[config.mk]
export PLATFORM = sky130hd
export DESIGN_NAME = mem_port_arbiter_flat
export DESIGN_NICKNAME = d
export VERILOG_FILES = /design/src/rtl/mem_port_arbiter_if.sv /design/src/rtl/mem_port_arbiter.sv /design/src/flat_wrapper.sv
export SDC_FILE = /design/constraint.sdc
export NUM_CORES = 1
export LEC_CHECK = 0
export ABC_AREA = 1
export CAP_MARGIN = 20
export CORE_MARGIN = 8
export CORE_UTILIZATION = 25
export CTS_CLUSTER_SIZE = 12
export DETAILED_ROUTE_END_ITERATION = 12
export HOLD_SLACK_MARGIN = 0.08
export MAX_ROUTING_LAYER = met4
export SLEW_MARGIN = 20
export SYNTH_ARGS = -nofsm -noshare
export SYNTH_HDL_FRONTEND = slang
export SYNTH_SLANG_ARGS = --single-unit
[constraint.sdc]
create_clock -name clk -period 1.7 [get_ports clk]
set_input_delay 0.34 -clock clk [delete_from_list [all_inputs] [get_ports clk]]
set_output_delay 0.34 -clock clk [all_outputs]
set_load 0.05 [all_outputs]
[src/rtl/mem_port_arbiter_if.sv]
// Handshake bundle between the IF/MEM pipeline stages, the arbiter and the memory macro.
// slave = arbiter view; master = pipeline + memory side (testbench / parent).
interface mem_port_arbiter_if #(
   parameter int AW = 32,
   parameter int DW = 32
);
   localparam int BW = DW / 8;

   logic          if_req;
   logic [AW-1:0] if_addr;
   logic          if_flush;
   logic          if_done;
   logic [DW-1:0] if_rdata;
   logic          if_stall;

   logic          d_req;
   logic          d_we;
   logic [AW-1:0] d_addr;
   logic [DW-1:0] d_wdata;
   logic [BW-1:0] d_be;
   logic          d_done;
   logic [DW-1:0] d_rdata;
   logic          d_stall;

   logic          mem_en;
   logic          mem_we;
   logic [AW-1:0] mem_addr;
   logic [DW-1:0] mem_wdata;
   logic [BW-1:0] mem_be;
   logic [DW-1:0] mem_rdata;

   modport slave (
      input  if_req, if_addr, if_flush,
      output if_done, if_rdata, if_stall,
      input  d_req, d_we, d_addr, d_wdata, d_be,
      output d_done, d_rdata, d_stall,
      output mem_en, mem_we, mem_addr, mem_wdata, mem_be,
      input  mem_rdata
   );

   modport master (
      output if_req, if_addr, if_flush,
      input  if_done, if_rdata, if_stall,
      output d_req, d_we, d_addr, d_wdata, d_be,
      input  d_done, d_rdata, d_stall,
      input  mem_en, mem_we, mem_addr, mem_wdata, mem_be,
      output mem_rdata
   );
endinterface

[src/rtl/mem_port_arbiter.sv]
// Purpose: shares one single-ported memory between IF fetches and MEM-stage loads/stores.
// Latency: grant + issue in cycle 0, done pulse with data in cycle LATENCY, next grant in LATENCY+1.
// Backpressure: one access in flight; requesters stall until their done pulse, data side has priority.
module mem_port_arbiter #(
   parameter int LATENCY = 2,
   parameter int AW      = 32,
   parameter int DW      = 32
) (
   input logic              clk,
   input logic              reset,
   mem_port_arbiter_if.slave bus
);
   localparam int BW = DW / 8;
   localparam int CW = $clog2(LATENCY + 1);

   typedef enum logic [1:0] {IDLE, WAIT, DONE} state_t;
   typedef enum logic {OWN_IF, OWN_D} owner_t;

   typedef struct packed {
      logic          we;
      logic [AW-1:0] addr;
      logic [DW-1:0] wdata;
      logic [BW-1:0] be;
   } mem_cmd_t;

   state_t        state_q, state_nxt;
   owner_t        owner_q, owner_nxt;
   logic [CW-1:0] cnt_q, cnt_nxt;
   logic          discard_q, discard_nxt;
   mem_cmd_t      cmd_q, cmd_nxt;

   logic          grant_d, grant_if, grant;
   mem_cmd_t      grant_cmd;
   logic          in_done, if_done, d_done;

   // No grant can happen in a reset cycle, so gating the requests covers it.
   assign grant_d  = ~reset & bus.d_req;
   assign grant_if = ~reset & ~bus.d_req & bus.if_req & ~bus.if_flush;

   always_comb begin
      state_nxt   = state_q;
      owner_nxt   = owner_q;
      cnt_nxt     = cnt_q;
      discard_nxt = discard_q;
      cmd_nxt     = cmd_q;
      grant       = 1'b0;
      grant_cmd   = '0;

      case (state_q)
         IDLE: begin
            if (grant_d || grant_if) begin
               grant = 1'b1;
               if (grant_d) begin
                  owner_nxt       = OWN_D;
                  grant_cmd.we    = bus.d_we;
                  grant_cmd.addr  = bus.d_addr;
                  grant_cmd.wdata = bus.d_wdata;
                  grant_cmd.be    = bus.d_we ? bus.d_be : {BW{1'b1}};
               end else begin
                  owner_nxt       = OWN_IF;
                  grant_cmd.we    = 1'b0;
                  grant_cmd.addr  = bus.if_addr;
                  grant_cmd.wdata = '0;
                  grant_cmd.be    = {BW{1'b1}};
               end
               cmd_nxt   = grant_cmd;
               cnt_nxt   = CW'(LATENCY - 1);
               state_nxt = (LATENCY == 1) ? DONE : WAIT;
            end
         end
         WAIT: begin
            if (owner_q == OWN_IF && bus.if_flush)
               discard_nxt = 1'b1;
            // Counter parks at 1 rather than wrapping; it is only reloaded at grant.
            if (cnt_q == CW'(1))
               state_nxt = DONE;
            else
               cnt_nxt = cnt_q - CW'(1);
         end
         DONE: begin
            state_nxt   = IDLE;
            discard_nxt = 1'b0;
         end
         default: state_nxt = IDLE;
      endcase
   end

   always_ff @(posedge clk) begin
      if (reset) begin
         state_q   <= IDLE;
         owner_q   <= OWN_IF;
         cnt_q     <= '0;
         discard_q <= 1'b0;
         cmd_q     <= '0;
      end else begin
         state_q   <= state_nxt;
         owner_q   <= owner_nxt;
         cnt_q     <= cnt_nxt;
         discard_q <= discard_nxt;
         cmd_q     <= cmd_nxt;
      end
   end

   // A flush landing in the data cycle itself must also kill the fetch result.
   assign in_done = ~reset & (state_q == DONE);
   assign if_done = in_done & (owner_q == OWN_IF) & ~discard_q & ~bus.if_flush;
   assign d_done  = in_done & (owner_q == OWN_D);

   assign bus.mem_en    = grant;
   assign bus.mem_we    = grant & grant_cmd.we;
   assign bus.mem_addr  = reset ? '0 : (grant ? grant_cmd.addr  : cmd_q.addr);
   assign bus.mem_wdata = reset ? '0 : (grant ? grant_cmd.wdata : cmd_q.wdata);
   assign bus.mem_be    = reset ? '0 : (grant ? grant_cmd.be    : cmd_q.be);

   assign bus.if_done  = if_done;
   assign bus.if_rdata = if_done ? bus.mem_rdata : '0;
   assign bus.if_stall = bus.if_req & ~if_done;

   assign bus.d_done  = d_done;
   assign bus.d_rdata = d_done ? bus.mem_rdata : '0;
   assign bus.d_stall = bus.d_req & ~d_done;
endmodule

[src/flat_wrapper.sv]
// flat-port wrapper written by rule: the top's interface ports become plain ports
module mem_port_arbiter_flat 
#(
   parameter int LATENCY = 2,
   parameter int AW      = 32,
   parameter int DW      = 32
)
  (clk, reset, bus_if_req, bus_if_addr, bus_if_flush, bus_if_done, bus_if_rdata, bus_if_stall, bus_d_req, bus_d_we, bus_d_addr, bus_d_wdata, bus_d_be, bus_d_done, bus_d_rdata, bus_d_stall, bus_mem_en, bus_mem_we, bus_mem_addr, bus_mem_wdata, bus_mem_be, bus_mem_rdata);
  mem_port_arbiter_if #(.AW(AW), .DW(DW)) bus_i ();
  input logic clk;
  input logic reset;
  input wire logic [$bits(bus_i.if_req)-1:0] bus_if_req;
  input wire logic [$bits(bus_i.if_addr)-1:0] bus_if_addr;
  input wire logic [$bits(bus_i.if_flush)-1:0] bus_if_flush;
  output wire logic [$bits(bus_i.if_done)-1:0] bus_if_done;
  output wire logic [$bits(bus_i.if_rdata)-1:0] bus_if_rdata;
  output wire logic [$bits(bus_i.if_stall)-1:0] bus_if_stall;
  input wire logic [$bits(bus_i.d_req)-1:0] bus_d_req;
  input wire logic [$bits(bus_i.d_we)-1:0] bus_d_we;
  input wire logic [$bits(bus_i.d_addr)-1:0] bus_d_addr;
  input wire logic [$bits(bus_i.d_wdata)-1:0] bus_d_wdata;
  input wire logic [$bits(bus_i.d_be)-1:0] bus_d_be;
  output wire logic [$bits(bus_i.d_done)-1:0] bus_d_done;
  output wire logic [$bits(bus_i.d_rdata)-1:0] bus_d_rdata;
  output wire logic [$bits(bus_i.d_stall)-1:0] bus_d_stall;
  output wire logic [$bits(bus_i.mem_en)-1:0] bus_mem_en;
  output wire logic [$bits(bus_i.mem_we)-1:0] bus_mem_we;
  output wire logic [$bits(bus_i.mem_addr)-1:0] bus_mem_addr;
  output wire logic [$bits(bus_i.mem_wdata)-1:0] bus_mem_wdata;
  output wire logic [$bits(bus_i.mem_be)-1:0] bus_mem_be;
  input wire logic [$bits(bus_i.mem_rdata)-1:0] bus_mem_rdata;
  assign bus_i.if_req = bus_if_req;
  assign bus_i.if_addr = bus_if_addr;
  assign bus_i.if_flush = bus_if_flush;
  assign bus_if_done = bus_i.if_done;
  assign bus_if_rdata = bus_i.if_rdata;
  assign bus_if_stall = bus_i.if_stall;
  assign bus_i.d_req = bus_d_req;
  assign bus_i.d_we = bus_d_we;
  assign bus_i.d_addr = bus_d_addr;
  assign bus_i.d_wdata = bus_d_wdata;
  assign bus_i.d_be = bus_d_be;
  assign bus_d_done = bus_i.d_done;
  assign bus_d_rdata = bus_i.d_rdata;
  assign bus_d_stall = bus_i.d_stall;
  assign bus_mem_en = bus_i.mem_en;
  assign bus_mem_we = bus_i.mem_we;
  assign bus_mem_addr = bus_i.mem_addr;
  assign bus_mem_wdata = bus_i.mem_wdata;
  assign bus_mem_be = bus_i.mem_be;
  assign bus_i.mem_rdata = bus_mem_rdata;
  mem_port_arbiter #(.LATENCY(LATENCY), .AW(AW), .DW(DW)) u_core (.clk(clk), .reset(reset), .bus(bus_i));
endmodule
==> impl_metrics.json <==
{
  "status": "finished, violations left",
  "violations": "setup timing",
  "die_w_um": 140,
  "nets": 1184,
  "clockRootBuffer": "clkbuf_16",
  "required_ns": 1.36,
  "synthXorXnorAreaFrac": 0,
  "slew_headroom": 0.626,
  "vias": 5860,
  "syn_to_final_growth_pct": 205,
  "grt_pass1_wl_um": 33800,
  "io_pins": 276,
  "drc": 0,
  "worst_skew_pair.late_latency_ns": 0.34,
  "worstReg2RegStart": "u_core.state_q[0]$_SDFFE_PP0P_",
  "grt_usage": 0.223,
  "synth.distinct_cells": 20,
  "wire_per_inst_um": 18.0,
  "io_buffers": 275,
  "dieArea_um2": 19600,
  "tightest_slew_ns": 0.561,
  "drt_first_pass_iters": 4,
  "power_mw": 6.78,
  "cp-startpoint": "u_core.state_q[1]$_SDFFE_PP0P_",
  "ys.flop_type": "dfxtp_1",
  "hp-class": "in -> reg",
  "fp.dieH_um": 140,
  "gp_congestion": 0.797,
  "cts_hold_buf": 0,
  "drt-total-wl_um": 22300,
  "cp-start-kind": "register",
  "avgSynthCellArea_um2": 6.06,
  "p_per_area_nw_per_um2": 577,
  "crit_arrival_ns": 1.78,
  "hold_slack_ns": 0.428,
  "core.rowCount": 45,
  "grt_remaining_overflow": 0,
  "yosys_warnings": 0,
  "synth.most_common_cell": "nor2_1",
  "path_max_fanout": 20,
  "maxSlewViolCount": 0,
  "netlist_instances": 636,
  "synthMuxAreaShare": 0,
  "rsz0062_at_grt": "true",
  "synth_fa_ha_area_frac": 0.00325,
  "synth-edff-count": 0,
  "cts_buffers": 9,
  "power.leakage_nw": 4.60,
  "synth_top_family_by_area": "simple AND/OR/NAND/NOR gates",
  "finalHoldViolCount": 0,
  "ys_seq_elements": 74,
  "hpwl_um": 15300,
  "peakVddDrop_mv": 0.646,
  "min_from": "reset",
  "finClkSkew_ns": 0.00481,
  "fin_crit_sh": 1.25,
  "syn_nets": 775,
  "grt_pass1_vias": 6256,
  "ys_top_cells_by_area": "dfxtp_1 38%, nor2_1 23%, a21oi_1 9.6%, nand2_1 8.0%, nand3_1 5.1%",
  "ys_seq_area_frac": 0.385,
  "drive_gt1_frac": 0.546,
  "core_area_um2": 15100,
  "setup_viol": 146,
  "maxCapViolCount": 0,
  "ant_nets": 0,
  "synthTopCellsByCount": "237 x nor2_1, 82 x nand2_1, 74 x a21oi_1, 74 x dfxtp_1, 43 x inv_1",
  "clock-sinks": 74,
  "cts_max_level": 3,
  "drt-initial-drc-count": 196,
  "syn_area_um2": 3850,
  "synth_area_leader_cell": "dfxtp_1",
  "crit_type": "reg -> out",
  "final_util": 0.775,
  "min_period_ns": 2.12,
  "synth_compound_area_frac": 0.140,
  "clk_pin_slew_ns": 0.06,
  "antenna_found_initial": 2,
  "dp_worst_setup_slack_ns": -0.631,
  "cts_max_path_buffers": 2,
  "final_area_um2": 11700,
  "yosysTopAreaCellShare": 0.385,
  "postPlaceCellArea_um2": 9860,
  "yosys.area_share.simple": 0.378,
  "layout_setup_ws_ns": -0.417,
  "cts_tree": "yes",
  "initial_core_util": 0.254,
  "synth-async-reset-ratio": 0,
  "crit_path_end_kind": "output pin",
  "vias_per_cell": 4.73,
  "max_freq_ghz": 0.472,
  "grt_max_degree": 73
}
## final cells by class
class | count | area (µm²)
clock buffer | 12 | 256
multi-input combinational | 474 | 3720
clock inverter | 3 | 47.5
sequential | 74 | 1490
antenna | 2 | 5.00
timing repair buffer | 440 | 5810
tap | 188 | 235
inverter | 46 | 186
fill | 931 | 3400
## path summary, 6_finish.rpt
path / end / slack [ns] / cells after the start
worst max-delay path: bus_mem_wdata[8] / -0.42 / 7
worst min-delay path: u_core.state_q[1]$_SDFFE_PP0P_ / 0.43 / 3
worst max register to register: u_core.cmd_q[54]$_SDFFE_PP0N_ / -0.26 / 14
worst min register to register: u_core.cmd_q[58]$_SDFFE_PP0N_ / 0.49 / 2
## cells by family after synthesis
| kind of cell | after synthesis |
|---|---|
| buffers and inverters | 88 |
| flip-flops | 74 |
| AO/OA/AOI/OAI | 107 |
| AND/OR/NAND/NOR | 366 |
| adder cells (fa/ha/maj) | 1 |
## state kept, by name, summed over array words and instances, names as in the netlist
name              flops
u_core.discard_q      1
u_core.cnt_q          2
u_core.cmd_q         68
u_core.owner_q        1
u_core.state_q        2
## stage by stage
| stage | TNS (ns) | cells |
|---|---|---|
| CTS | -46.86 | 1223 |
| finish | -48.30 | 1239 |
| global route | -58.08 | 1239 |
| floorplan | -0.473 | 636 |
| detailed placement | -65.29 | 1132 |
| global placement | -61.57 | 1132 |
## routing by layer
metal | up-vias | routed length [µm] | GRT usage
met5 | - | 0 | -
met4 | 0 | 349 | 0.0554
met3 | 26 | 1670 | 0.0693
met2 | 192 | 12000 | 0.403
met1 | 2816 | 8260 | 0.232
li1 | 2826 | - | -
## power by group
group | switching, mW | internal (mW) | total (mW)
Sequential | 0.0619 | 1.86 | 1.93
Combinational | 1.49 | 1.40 | 2.89
Clock | 0.745 | 1.22 | 1.96
Total | 2.30 | 4.48 | 6.78
## repair_timing
action | 4_1_cts | 5_1_grt
setup buffers | 68 | 12
cloned | 9 | 5
endpoints found under the setup margin | 138 | 149
resized for setup | 100 | 91
pin swaps | 24 | 16
## critical path: stages, from the launching register on
cell and delay (ns):
dfxtp_4 0.35, nor2_4 0.19, nand3_4 0.12, buf_4 0.19, buf_12 0.16, nand3_1 0.15
a21oi_4 0.08, buf_12 0.17
## placed cells by master (no fill, tap or decap), types with 6 or more instances in the layout
cell type,count
buf_12,143
clkdlybuf4s50_1,133
buf_4,113
nor2_1,110
nor2_4,107
dfxtp_1,72
nand2_1,50
inv_1,40
a21oi_1,38
a21oi_4,36
buf_6,33
nand2_2,25
nor2_2,20
o21ai_2,19
nand3_2,18
clkbuf_16,13
nand3_1,11
nand3_4,10
o21ai_1,7
buf_16,7
o21ai_0,6
Note: power is estimated with default switching activity, not from simulation.
